$ cat src/rtl/trisc_seq_pkg.sv
// ============================================================================
// trisc_seq_pkg
//   States, opcode bit positions and control-word constants for the TRISC
//   fetch/decode/execute sequencer.
// Revision: 1.0  initial release
// ============================================================================
`default_nettype none

package trisc_seq_pkg;

  typedef enum logic [4:0] {
    S_RST     = 5'd0,
    S_FETCH_A = 5'd1,
    S_FETCH_M = 5'd2,
    S_DECODE  = 5'd3,
    S_EX_INC  = 5'd4,
    S_EX_CLR  = 5'd5,
    S_LD_A    = 5'd6,
    S_LD_M    = 5'd7,
    S_LD_W    = 5'd8,
    S_ST_A    = 5'd9,
    S_ST_M    = 5'd10,
    S_AD_A    = 5'd11,
    S_AD_M    = 5'd12,
    S_AD_W    = 5'd13,
    S_EX_JMP  = 5'd14,
    S_TRAP    = 5'd15,
    S_HALT    = 5'd16
  } state_t;

  typedef enum logic [3:0] {
    OPC_ILL = 4'd0,
    OPC_LDA = 4'd1,
    OPC_STA = 4'd2,
    OPC_ADD = 4'd3,
    OPC_JMP = 4'd4,
    OPC_JZ  = 4'd5,
    OPC_INC = 4'd6,
    OPC_CLR = 4'd7,
    OPC_HLT = 4'd8
  } op_class_t;

  localparam int OP_LDA = 10;
  localparam int OP_STA = 9;
  localparam int OP_ADD = 8;
  localparam int OP_JMP = 7;
  localparam int OP_JZ  = 6;
  localparam int OP_INC = 5;
  localparam int OP_CLR = 4;
  localparam int OP_HLT = 3;
  localparam int OP_LO  = 3;
  localparam int OP_HI  = 10;

  localparam int C_INIT  = 0;
  localparam int C_IRLD  = 2;
  localparam int C_PCMAR = 3;
  localparam int C_MRD   = 4;
  localparam int C_MWR   = 5;
  localparam int C_PCINC = 7;
  localparam int C_ACLR  = 8;
  localparam int C_AINC  = 9;
  localparam int C_ALD   = 11;
  localparam int C_AADD  = 12;
  localparam int C_PCLD  = 13;
  localparam int C_TRAP  = 14;
  localparam int C_IRMAR = 15;

  localparam logic [15:0] CTL_RST     = 16'd1 << C_INIT;
  localparam logic [15:0] CTL_FETCH_A = 16'd1 << C_PCMAR;
  localparam logic [15:0] CTL_FETCH_M = (16'd1 << C_PCMAR) | (16'd1 << C_MRD);
  localparam logic [15:0] CTL_DECODE  = (16'd1 << C_IRLD) | (16'd1 << C_PCINC);
  localparam logic [15:0] CTL_EX_INC  = 16'd1 << C_AINC;
  localparam logic [15:0] CTL_EX_CLR  = 16'd1 << C_ACLR;
  localparam logic [15:0] CTL_ADDR    = 16'd1 << C_IRMAR;
  localparam logic [15:0] CTL_RD_M    = 16'd1 << C_MRD;
  localparam logic [15:0] CTL_ST_M    = (16'd1 << C_MRD) | (16'd1 << C_MWR);
  localparam logic [15:0] CTL_LD_W    = 16'd1 << C_ALD;
  localparam logic [15:0] CTL_AD_W    = 16'd1 << C_AADD;
  localparam logic [15:0] CTL_EX_JMP  = 16'd1 << C_PCLD;
  localparam logic [15:0] CTL_TRAP    = 16'd1 << C_TRAP;

  function automatic logic [15:0] state_ctl(input state_t s);
    logic [15:0] c;
    c = 16'h0000;
    case (s)
      S_RST:                c = CTL_RST;
      S_FETCH_A:            c = CTL_FETCH_A;
      S_FETCH_M:            c = CTL_FETCH_M;
      S_DECODE:             c = CTL_DECODE;
      S_EX_INC:             c = CTL_EX_INC;
      S_EX_CLR:             c = CTL_EX_CLR;
      S_LD_A, S_ST_A, S_AD_A: c = CTL_ADDR;
      S_LD_M, S_AD_M:       c = CTL_RD_M;
      S_ST_M:               c = CTL_ST_M;
      S_LD_W:               c = CTL_LD_W;
      S_AD_W:               c = CTL_AD_W;
      S_EX_JMP:             c = CTL_EX_JMP;
      S_TRAP:               c = CTL_TRAP;
      default:              c = 16'h0000;
    endcase
    return c;
  endfunction

endpackage

`default_nettype wire

$ cat src/rtl/trisc_op_decode.sv
// ============================================================================
// trisc_op_decode
//   One-hot opcode check: exactly one bit set, and only within bits 10..3.
// Revision: 1.0  initial release
// ============================================================================
`default_nettype none

module trisc_op_decode
  import trisc_seq_pkg::*;
#(
  parameter int OPW = 11
) (
  input  logic [OPW-1:0] op,
  output op_class_t      op_class,
  output logic           legal
);

  localparam logic [OPW-1:0] USED_MASK = OPW'(8'hFF) << OP_LO;

  logic [7:0] field;
  logic       outside;

  assign field   = op[OP_HI:OP_LO];
  assign outside = |(op & ~USED_MASK);
  assign legal   = !outside && (field != 8'd0) && ((field & (field - 8'd1)) == 8'd0);

  always_comb begin
    op_class = OPC_ILL;
    if (legal) begin
      case (field)
        8'(1 << (OP_LDA - OP_LO)): op_class = OPC_LDA;
        8'(1 << (OP_STA - OP_LO)): op_class = OPC_STA;
        8'(1 << (OP_ADD - OP_LO)): op_class = OPC_ADD;
        8'(1 << (OP_JMP - OP_LO)): op_class = OPC_JMP;
        8'(1 << (OP_JZ  - OP_LO)): op_class = OPC_JZ;
        8'(1 << (OP_INC - OP_LO)): op_class = OPC_INC;
        8'(1 << (OP_CLR - OP_LO)): op_class = OPC_CLR;
        8'(1 << (OP_HLT - OP_LO)): op_class = OPC_HLT;
        default:                   op_class = OPC_ILL;
      endcase
    end
  end

endmodule

`default_nettype wire

$ cat src/rtl/trisc_ctrl_seq.sv
// ============================================================================
// trisc_ctrl_seq
//   Moore fetch/decode/execute sequencer for the TRISC datapath; falling-edge
//   state, async active-low CLR. Optional macro TRISC_SEQ_MEM_TIMEOUT_EN adds a
//   mem_rdy wait timeout that traps after WAIT_MAX stalled cycles.
// Revision: 1.0  initial release
// ============================================================================
`default_nettype none

module trisc_ctrl_seq
  import trisc_seq_pkg::*;
#(
  parameter int OPW      = 11,
  parameter int CW       = 16,
  parameter int WAIT_MAX = 8
) (
  input  logic           CLK,
  input  logic           CLR,
  input  logic [OPW-1:0] op,
  input  logic           mem_rdy,
  input  logic           zero,
  output logic [CW-1:0]  control,
  output logic [4:0]     state_o,
  output logic           illegal,
  output logic           halted
);

  state_t    state_q, state_d;
  logic      illegal_q, illegal_d;
  op_class_t op_class;
  logic      op_legal;
  logic      timeout;

  trisc_op_decode #(.OPW(OPW)) u_op_decode (
    .op       (op),
    .op_class (op_class),
    .legal    (op_legal)
  );

`ifdef TRISC_SEQ_MEM_TIMEOUT_EN
  localparam int WCW_RAW = $clog2(WAIT_MAX + 1);
  localparam int WCW     = (WCW_RAW < 4) ? 4 : WCW_RAW;

  logic [WCW-1:0] wait_q, wait_d;
  logic           in_mem;

  assign in_mem  = (state_q == S_FETCH_M) || (state_q == S_LD_M) ||
                   (state_q == S_ST_M)    || (state_q == S_AD_M);
  // wait_q counts stalled cycles already spent; the WAIT_MAX-th one traps
  assign timeout = in_mem && (wait_q == WCW'(WAIT_MAX - 1));

  always_comb begin
    wait_d = '0;
    if (in_mem && !mem_rdy && !timeout) wait_d = wait_q + 1'b1;
  end

  always_ff @(negedge CLK or negedge CLR) begin
    if (!CLR) wait_q <= '0;
    else      wait_q <= wait_d;
  end
`else
  logic unused_wait_max;
  assign unused_wait_max = (WAIT_MAX != 0);
  assign timeout         = 1'b0;
`endif

  always_comb begin
    state_d   = state_q;
    illegal_d = illegal_q;
    case (state_q)
      S_RST:     state_d = S_FETCH_A;
      S_FETCH_A: state_d = S_FETCH_M;
      S_FETCH_M: state_d = mem_rdy ? S_DECODE : (timeout ? S_TRAP : S_FETCH_M);
      S_DECODE: begin
        if (!op_legal) begin
          state_d = S_TRAP;
        end else begin
          case (op_class)
            OPC_INC: state_d = S_EX_INC;
            OPC_CLR: state_d = S_EX_CLR;
            OPC_LDA: state_d = S_LD_A;
            OPC_STA: state_d = S_ST_A;
            OPC_ADD: state_d = S_AD_A;
            OPC_JMP: state_d = S_EX_JMP;
            OPC_JZ:  state_d = zero ? S_EX_JMP : S_FETCH_A;
            OPC_HLT: state_d = S_HALT;
            default: state_d = S_TRAP;
          endcase
        end
      end
      S_EX_INC, S_EX_CLR, S_LD_W, S_AD_W, S_EX_JMP: state_d = S_FETCH_A;
      S_LD_A:    state_d = S_LD_M;
      S_LD_M:    state_d = mem_rdy ? S_LD_W : (timeout ? S_TRAP : S_LD_M);
      S_ST_A:    state_d = S_ST_M;
      S_ST_M:    state_d = mem_rdy ? S_FETCH_A : (timeout ? S_TRAP : S_ST_M);
      S_AD_A:    state_d = S_AD_M;
      S_AD_M:    state_d = mem_rdy ? S_AD_W : (timeout ? S_TRAP : S_AD_M);
      S_TRAP: begin
        state_d   = S_FETCH_A;
        illegal_d = 1'b1;
      end
      S_HALT:    state_d = S_HALT;
      default:   state_d = S_RST;
    endcase
  end

  always_ff @(negedge CLK or negedge CLR) begin
    if (!CLR) begin
      state_q   <= S_RST;
      illegal_q <= 1'b0;
    end else begin
      state_q   <= state_d;
      illegal_q <= illegal_d;
    end
  end

  assign control = CW'(state_ctl(state_q));
  assign state_o = state_q;
  assign illegal = illegal_q;
  assign halted  = (state_q == S_HALT);

endmodule

`default_nettype wire

$ cat config.mk
export PLATFORM = sky130hd
export DESIGN_NAME = trisc_ctrl_seq
export DESIGN_NICKNAME = d
export VERILOG_FILES = /design/src/rtl/trisc_seq_pkg.sv /design/src/rtl/trisc_op_decode.sv /design/src/rtl/trisc_ctrl_seq.sv
export SDC_FILE = /design/constraint.sdc
export NUM_CORES = 1
export LEC_CHECK = 0
export CORE_UTILIZATION = 41
export CTS_BUF_LIST = sky130_fd_sc_hd__clkbuf_4 sky130_fd_sc_hd__clkbuf_8
export CTS_CLUSTER_SIZE = 25
export DETAILED_ROUTE_END_ITERATION = 8
export HOLD_SLACK_MARGIN = 0.15
export PLACE_DENSITY = 0.81
export SETUP_SLACK_MARGIN = 0.2
export SLEW_MARGIN = 15
export SYNTH_ARGS = -nofsm -noshare
export SYNTH_HDL_FRONTEND = slang
export SYNTH_HIERARCHICAL = 1
export SYNTH_SLANG_ARGS = --single-unit
$ cat constraint.sdc
create_clock -name CLK -period 1.7 [get_ports CLK]
set_input_delay 0.51 -clock CLK [delete_from_list [all_inputs] [get_ports CLK]]
set_output_delay 0.51 -clock CLK [all_outputs]
set_load 0.1 [all_outputs]
==> metrics list, run 1 <==
- In the synthesized netlist the dominant register cell turns out to be sky130_fd_sc_hd__dfrtn_1.
* Max H-tree Level: 1
* Number of cell rows: 17
- After technology mapping, the gate count stands at 140.
- Effective utilization at floorplan: 0.446
- Measured along the x axis, the die boundary spans 51.5 um.
* Inserted Clock Buffers: 3
- The Yosys step of the flow raised 6 warnings.
* Routability Congestion: 0.884
- Number of buffers on the longest clock path: 2
* Quantity of hold-fixing buffers added after cts: 0
- EDFF count, synth: 0
* Result of the run: stopped before the end
- Worst setup slack before clock tree synthesis: -2.23 ns
- Port buffering added 34 buffers.
- Unique cell type count in the Yosys netlist: 51
- The share of the Yosys chip area taken by registers is 0.149.
- Cell area after synthesis: 0.00100 mm^2
* Halt point of the flow: clock tree synthesis (4_1_cts)
- After legalization and detailed placement, the total HPWL measured 3470 um.
- Sinks on the clock net: 6
- Vertical die dimension: 51.5 um
- Inst Count DP: 235
* Avg Inst Size Synth: 7.18 um^2
* Total of flip-flops plus latches after synthesis: 6
* Proportion of register bits with asynchronous set or reset after synthesis: 1.00
* Number of buffers inserted to repair setup after CTS: 21
* Resized Gates After CTS: 89
* Root buffer selected by CTS: sky130_fd_sc_hd__clkbuf_4
- Count of boundary I/O pins: 38
* Error message: [ERROR DPL-0038] Utilization greater than 100%, impossible to legalize
-- synthesized netlist by cell type, types with 4 or more instances --
library cell,number,area [um^2]
sky130_fd_sc_hd__dfrtn_1,6,150
sky130_fd_sc_hd__inv_1,9,33.8
sky130_fd_sc_hd__nor3_1,4,20.0
sky130_fd_sc_hd__nor2b_1,4,25.0
sky130_fd_sc_hd__o21ai_0,8,40.0
sky130_fd_sc_hd__buf_4,7,52.6
sky130_fd_sc_hd__ha_1,4,50.1
sky130_fd_sc_hd__and3_1,7,43.8
sky130_fd_sc_hd__nand2b_1,7,43.8
sky130_fd_sc_hd__nand2_1,10,37.5
sky130_fd_sc_hd__nor2_1,10,37.5
sky130_fd_sc_hd__a21oi_1,8,40.0
-- cell families after synthesis --
logic type | Yosys count | share of synthesized area
AND/OR/NAND/NOR | 63 | 0.369
flip-flops | 6 | 0.149
AO/OA/AOI/OAI | 36 | 0.239
buffers and inverters | 23 | 0.123
XOR/XNOR | 4 | 0.0349
adder cells (fa/ha/maj) | 5 | 0.0598
multiplexers | 2 | 0.0212
other | 1 | 0.00373
-- metrics by stage --
| stage | utilization | instance area [um^2] | hold slack (ns) |
|---|---|---|---|
| floorplan | - | 1200 | 0.956 |
| global placement | 0.883 | 1990 | 0.476 |
| detailed placement | 0.883 | 1990 | 0.508 |
==> inputs of run 2 (changes only) <==
Settings changed: CORE_AREA set to 2 2 63 65, CORE_UTILIZATION 41 to not set, CTS_BUF_LIST sky130_fd_sc_hd__clkbuf_4 sky130_fd_sc_hd__clkbuf_8 to not set, CTS_CLUSTER_SIZE 25 to not set, DIE_AREA set to 0 0 65 67, HOLD_SLACK_MARGIN 0.15 to not set, PLACE_DENSITY 0.81 to not set, PLACE_DENSITY_LB_ADDON set to 0.15, SETUP_SLACK_MARGIN 0.2 to not set.
Clock period 1.7 ns to 2.2 ns, I/O delays scaled along.
==> run 2 against run 1 <==
The flow now finishes, with violations (setup timing). Area after synthesis is the same. Synthesized cell count is the same.
==> metrics list, run 2 <==
- The run finished, with violations left.
- Violations in the final reports: setup timing
- Total of flip-flops plus latches after synthesis: 6
* Finished Core Util: 0.690
- Top cell family by delay on the critical path: simple AND/OR/NAND/NOR gates
* Slowest cell on crit path: sky130_fd_sc_hd__or4_4
* Cell area after synthesis: 0.00100 mm^2
- Die Wd: 65 um
* Largest register FFs: 5
- During I/O placement, the number of pins put on the boundary was 38.
- Number of hold-slack violations in the final timing report: 0
- Most frequent standard cell in the layout excluding fill and tap cells: sky130_fd_sc_hd__buf_4
- Compared with the post-synthesis result, the final layout area differs by 148%.
* Fin nets: 254
- Synth top area share: 0.149
- Max Slew Vio Count: 0
- Of the total power, the share spent switching nets is 0.527.
- Ranked by instance count, the synthesized netlist is headed by 10 x sky130_fd_sc_hd__nand2_1, 10 x sky130_fd_sc_hd__nor2_1, 9 x sky130_fd_sc_hd__inv_1.
- Fraction of final layout cells with drive strength greater than 1: 0.644
* Min-Delay Startpoint: illegal$_DFFE_NN0P_
- DRC: 0
* Most used flip-flop cell after synthesis: sky130_fd_sc_hd__dfrtn_1
- After synthesis, the share of flip-flops with an asynchronous set or reset is 1.00.
- For this design the total switching power over the nets is 1.76 mW.
- For the worst-skew pair, the clock arrives at the later sink with an insertion delay of 0.25 ns.
- Counting instances, the worst hold path has a depth of 1.
- Number of cell rows: 22
- DP Area: 0.00196 mm^2
- During placement, the flow inserted port buffers numbering 34.
* Filler Cell Count: 259
- The worst setup path is captured at a flop.
- Of the synthesized area, sequential elements account for 0.149.
* WS Path Type: in -> reg
- The share of total power dissipated in sequential elements is 0.063.
- The final route contains 1,425 vias.
- Internal power comes to 1.59 mW.
* ANT nets after route: 0
* Core Footprint: 0.00361 mm^2
* Antenna violations before repair: 0
- Across all register-to-register paths, the minimum setup slack is 0.38 ns.
* Avg Inst Size Synth: 7.18 um^2
- By area the synthesized netlist is led by sky130_fd_sc_hd__dfrtn_1 15%, sky130_fd_sc_hd__buf_4 5.2%, sky130_fd_sc_hd__ha_1 5.0%.
- Synthesis produced a netlist whose cell count is 140.
- Pin count of the biggest net entering global routing: 10
* Endpoint of the worst register-to-register path: state_o[3]$_DFF_NN0_
- Number of global-route vias before repair: 1,383
* Detailed Place HPWL: 2680 um
* Post-synthesis cell type with the largest combined area: sky130_fd_sc_hd__dfrtn_1
- At the end of routability-driven placement, the weighted congestion stood at 0.840.
- In this run the worst path has a maximum fanout of 3.
- WP data required: 1.17 ns
- Biggest cell delay along the critical path: 0.56 ns
- Path depth of the worst reg2reg path: 8
* Clock network fraction of design power: 0.050
* EDFF count, synth: 0
- The die covers 0.00436 mm^2.
- Hold Crit Class: reg -> reg
- Area occupied by registers: 150 um^2
- STA classifies the critical path startpoint as an input port.
- Relative contribution of combinational cells to total power: 0.887
- Setup repair after global routing could not meet its margin everywhere.
- Yosys printed 6 warnings.
- Max H-tree Level: 1
- Lkg Pwr: 1.05 nW
* Clock tree from TritonCTS: built
* Worst-path clk slew: 0.03 ns
* Count of max-cap constraint violations: 0
- Unique cell type count in the Yosys netlist: 51
- P per Cell Area: 1350 mW/mm^2
* Root buffer selected by CTS: sky130_fd_sc_hd__clkbuf_8
* Fin worst setup slack: -1.38 ns
- The die is 67 um tall.
- Number of buffers on the longest clock path: 2
- In the layout the commonest cells are 46 x sky130_fd_sc_hd__buf_4, 24 x sky130_fd_sc_hd__buf_6, 20 x sky130_fd_sc_hd__buf_12.
- Quantity of hold-fixing buffers added after cts: 0
* Effective utilization at floorplan: 0.279
* GRT overflow: 0
- Walking the worst path, the cells encountered are buf_6, or4_4, o21ai_2, or4b_4, a21oi_4, nand2b_1, o221ai_2, o2111ai_1.
- Number of antenna repair diodes: 0
- Multi-input combinational cell area: 0.00108 mm^2
- The worst register-to-register path begins at state_o[1]$_DFF_NN0_.
* Sinks on the clock net: 6
- Terminating pin of the worst hold path: illegal$_DFFE_NN0P_
* Total wire length: 4210 um
* Buffering stage count on the worst path with inverters included: 1
- Worst Path Arrival: 2.55 ns
- Finished layout cell area: 0.00249 mm^2
- Dividing the detail-routed wire length by the instance count gives 15.0 um.
- Across the routed clock network, the largest skew measured is 0.000968 ns.
- In the global route stage, overall resource usage came out at 0.187.
- Iteration-0 DRC count of the detailed router: 35
- IR analysis of the VDD net gives a maximum drop of 0.000690 V.
- Total setup violations reported at the end of the flow: 25
- The first global-routing pass estimated 6310 um of wire.
* Mean number of vias per cell: 5.07
- DRT Pass-1 Iters: 4
* Inserted Clock Buffers: 3
## run 2: per-layer routing
metal,wire (um),vias to the layer above,track usage,part of all wire
li1,-,688,-,-
met1,1550,691,0.191,0.37
met2,2470,37,0.381,0.59
met3,92,9,0.0135,0.022
met4,96,0,0.0851,0.023
met5,0,-,0,0
## run 2: layout make-up
cell class / instances / area share
Clock buffer: 3 / 0.0166
Inverter: 9 / 0.0136
Sequential cell: 6 / 0.0604
Tap cell: 48 / 0.0241
Timing Repair Buffer: 102 / 0.453
Multi-Input combinational cell: 113 / 0.433
## run 2: how the worst max path moves through the flow
stage	from	to	slack [ns]	depth (start not counted)
6_report	op[4]	state_o[0]$_DFF_NN0_	-1.38	8
3_3_place_gp	op[7]	state_o[0]$_DFF_NN0_	-2.03	9
2_1_floorplan	state_o[0]$_DFF_NN0_	control[4]	-1.94	3
5_1_grt	op[4]	state_o[0]$_DFF_NN0_	-1.47	9
3_5_place_dp	op[7]	state_o[0]$_DFF_NN0_	-2.08	9
4_1_cts	op[4]	state_o[1]$_DFF_NN0_	-1.43	8
## run 2: repair_timing
action | in CTS | in global routing
setup buffers | 25 | 8
resized for setup | 72 | 19
setup endpoints to repair | 25 | 25
pin swaps | 26 | 16
## run 2: worst reg2reg max path: cells and delay by family, from the launching register on
kind / cells / cell delay, ns
buffers and inverters: 4 / 0.47
adders and majority gates: 1 / 0.16
AOI/OAI and AO/OA: 3 / 0.58
DFF: 1 / 0.46
## run 2: cell families after synthesis
kind of cell,Yosys count,share of synthesized area
muxes,2,0.0212
AOI/OAI and AO/OA,36,0.239
DFF,6,0.149
xor gates and xnor gates,4,0.0349
and+or+nand+nor,63,0.369
adders and majority gates,5,0.0598
buffers and inverters,23,0.123
other,1,0.00373
## run 2: power by group through the flow
stage / Clock (mW) / Combinational, mW / Sequential (mW)
2_1_floorplan: 0 / 1.33 / 0.507
3_3_place_gp: 0 / 2.48 / 0.220
3_5_place_dp: 0 / 2.49 / 0.221
4_1_cts: 0.171 / 2.83 / 0.208
5_1_grt: 0.173 / 3.08 / 0.220
6_report: 0.167 / 2.97 / 0.210
## run 2: metrics by stage
stage	setup WS, ns	instances	setup TNS (ns)	hold WS (ns)	power, mW
6_report	-1.38	281	-24.53	0.476	3.35
5_1_grt	-1.47	281	-25.86	0.510	3.47
4_1_cts	-1.43	274	-24.52	0.481	3.21
3_5_place_dp	-2.08	248	-23.25	0.479	2.71
3_3_place_gp	-2.03	248	-23.00	0.474	2.70
2_1_floorplan	-1.94	142	-32.32	1.08	1.83
(Power assumes the default switching activity.)
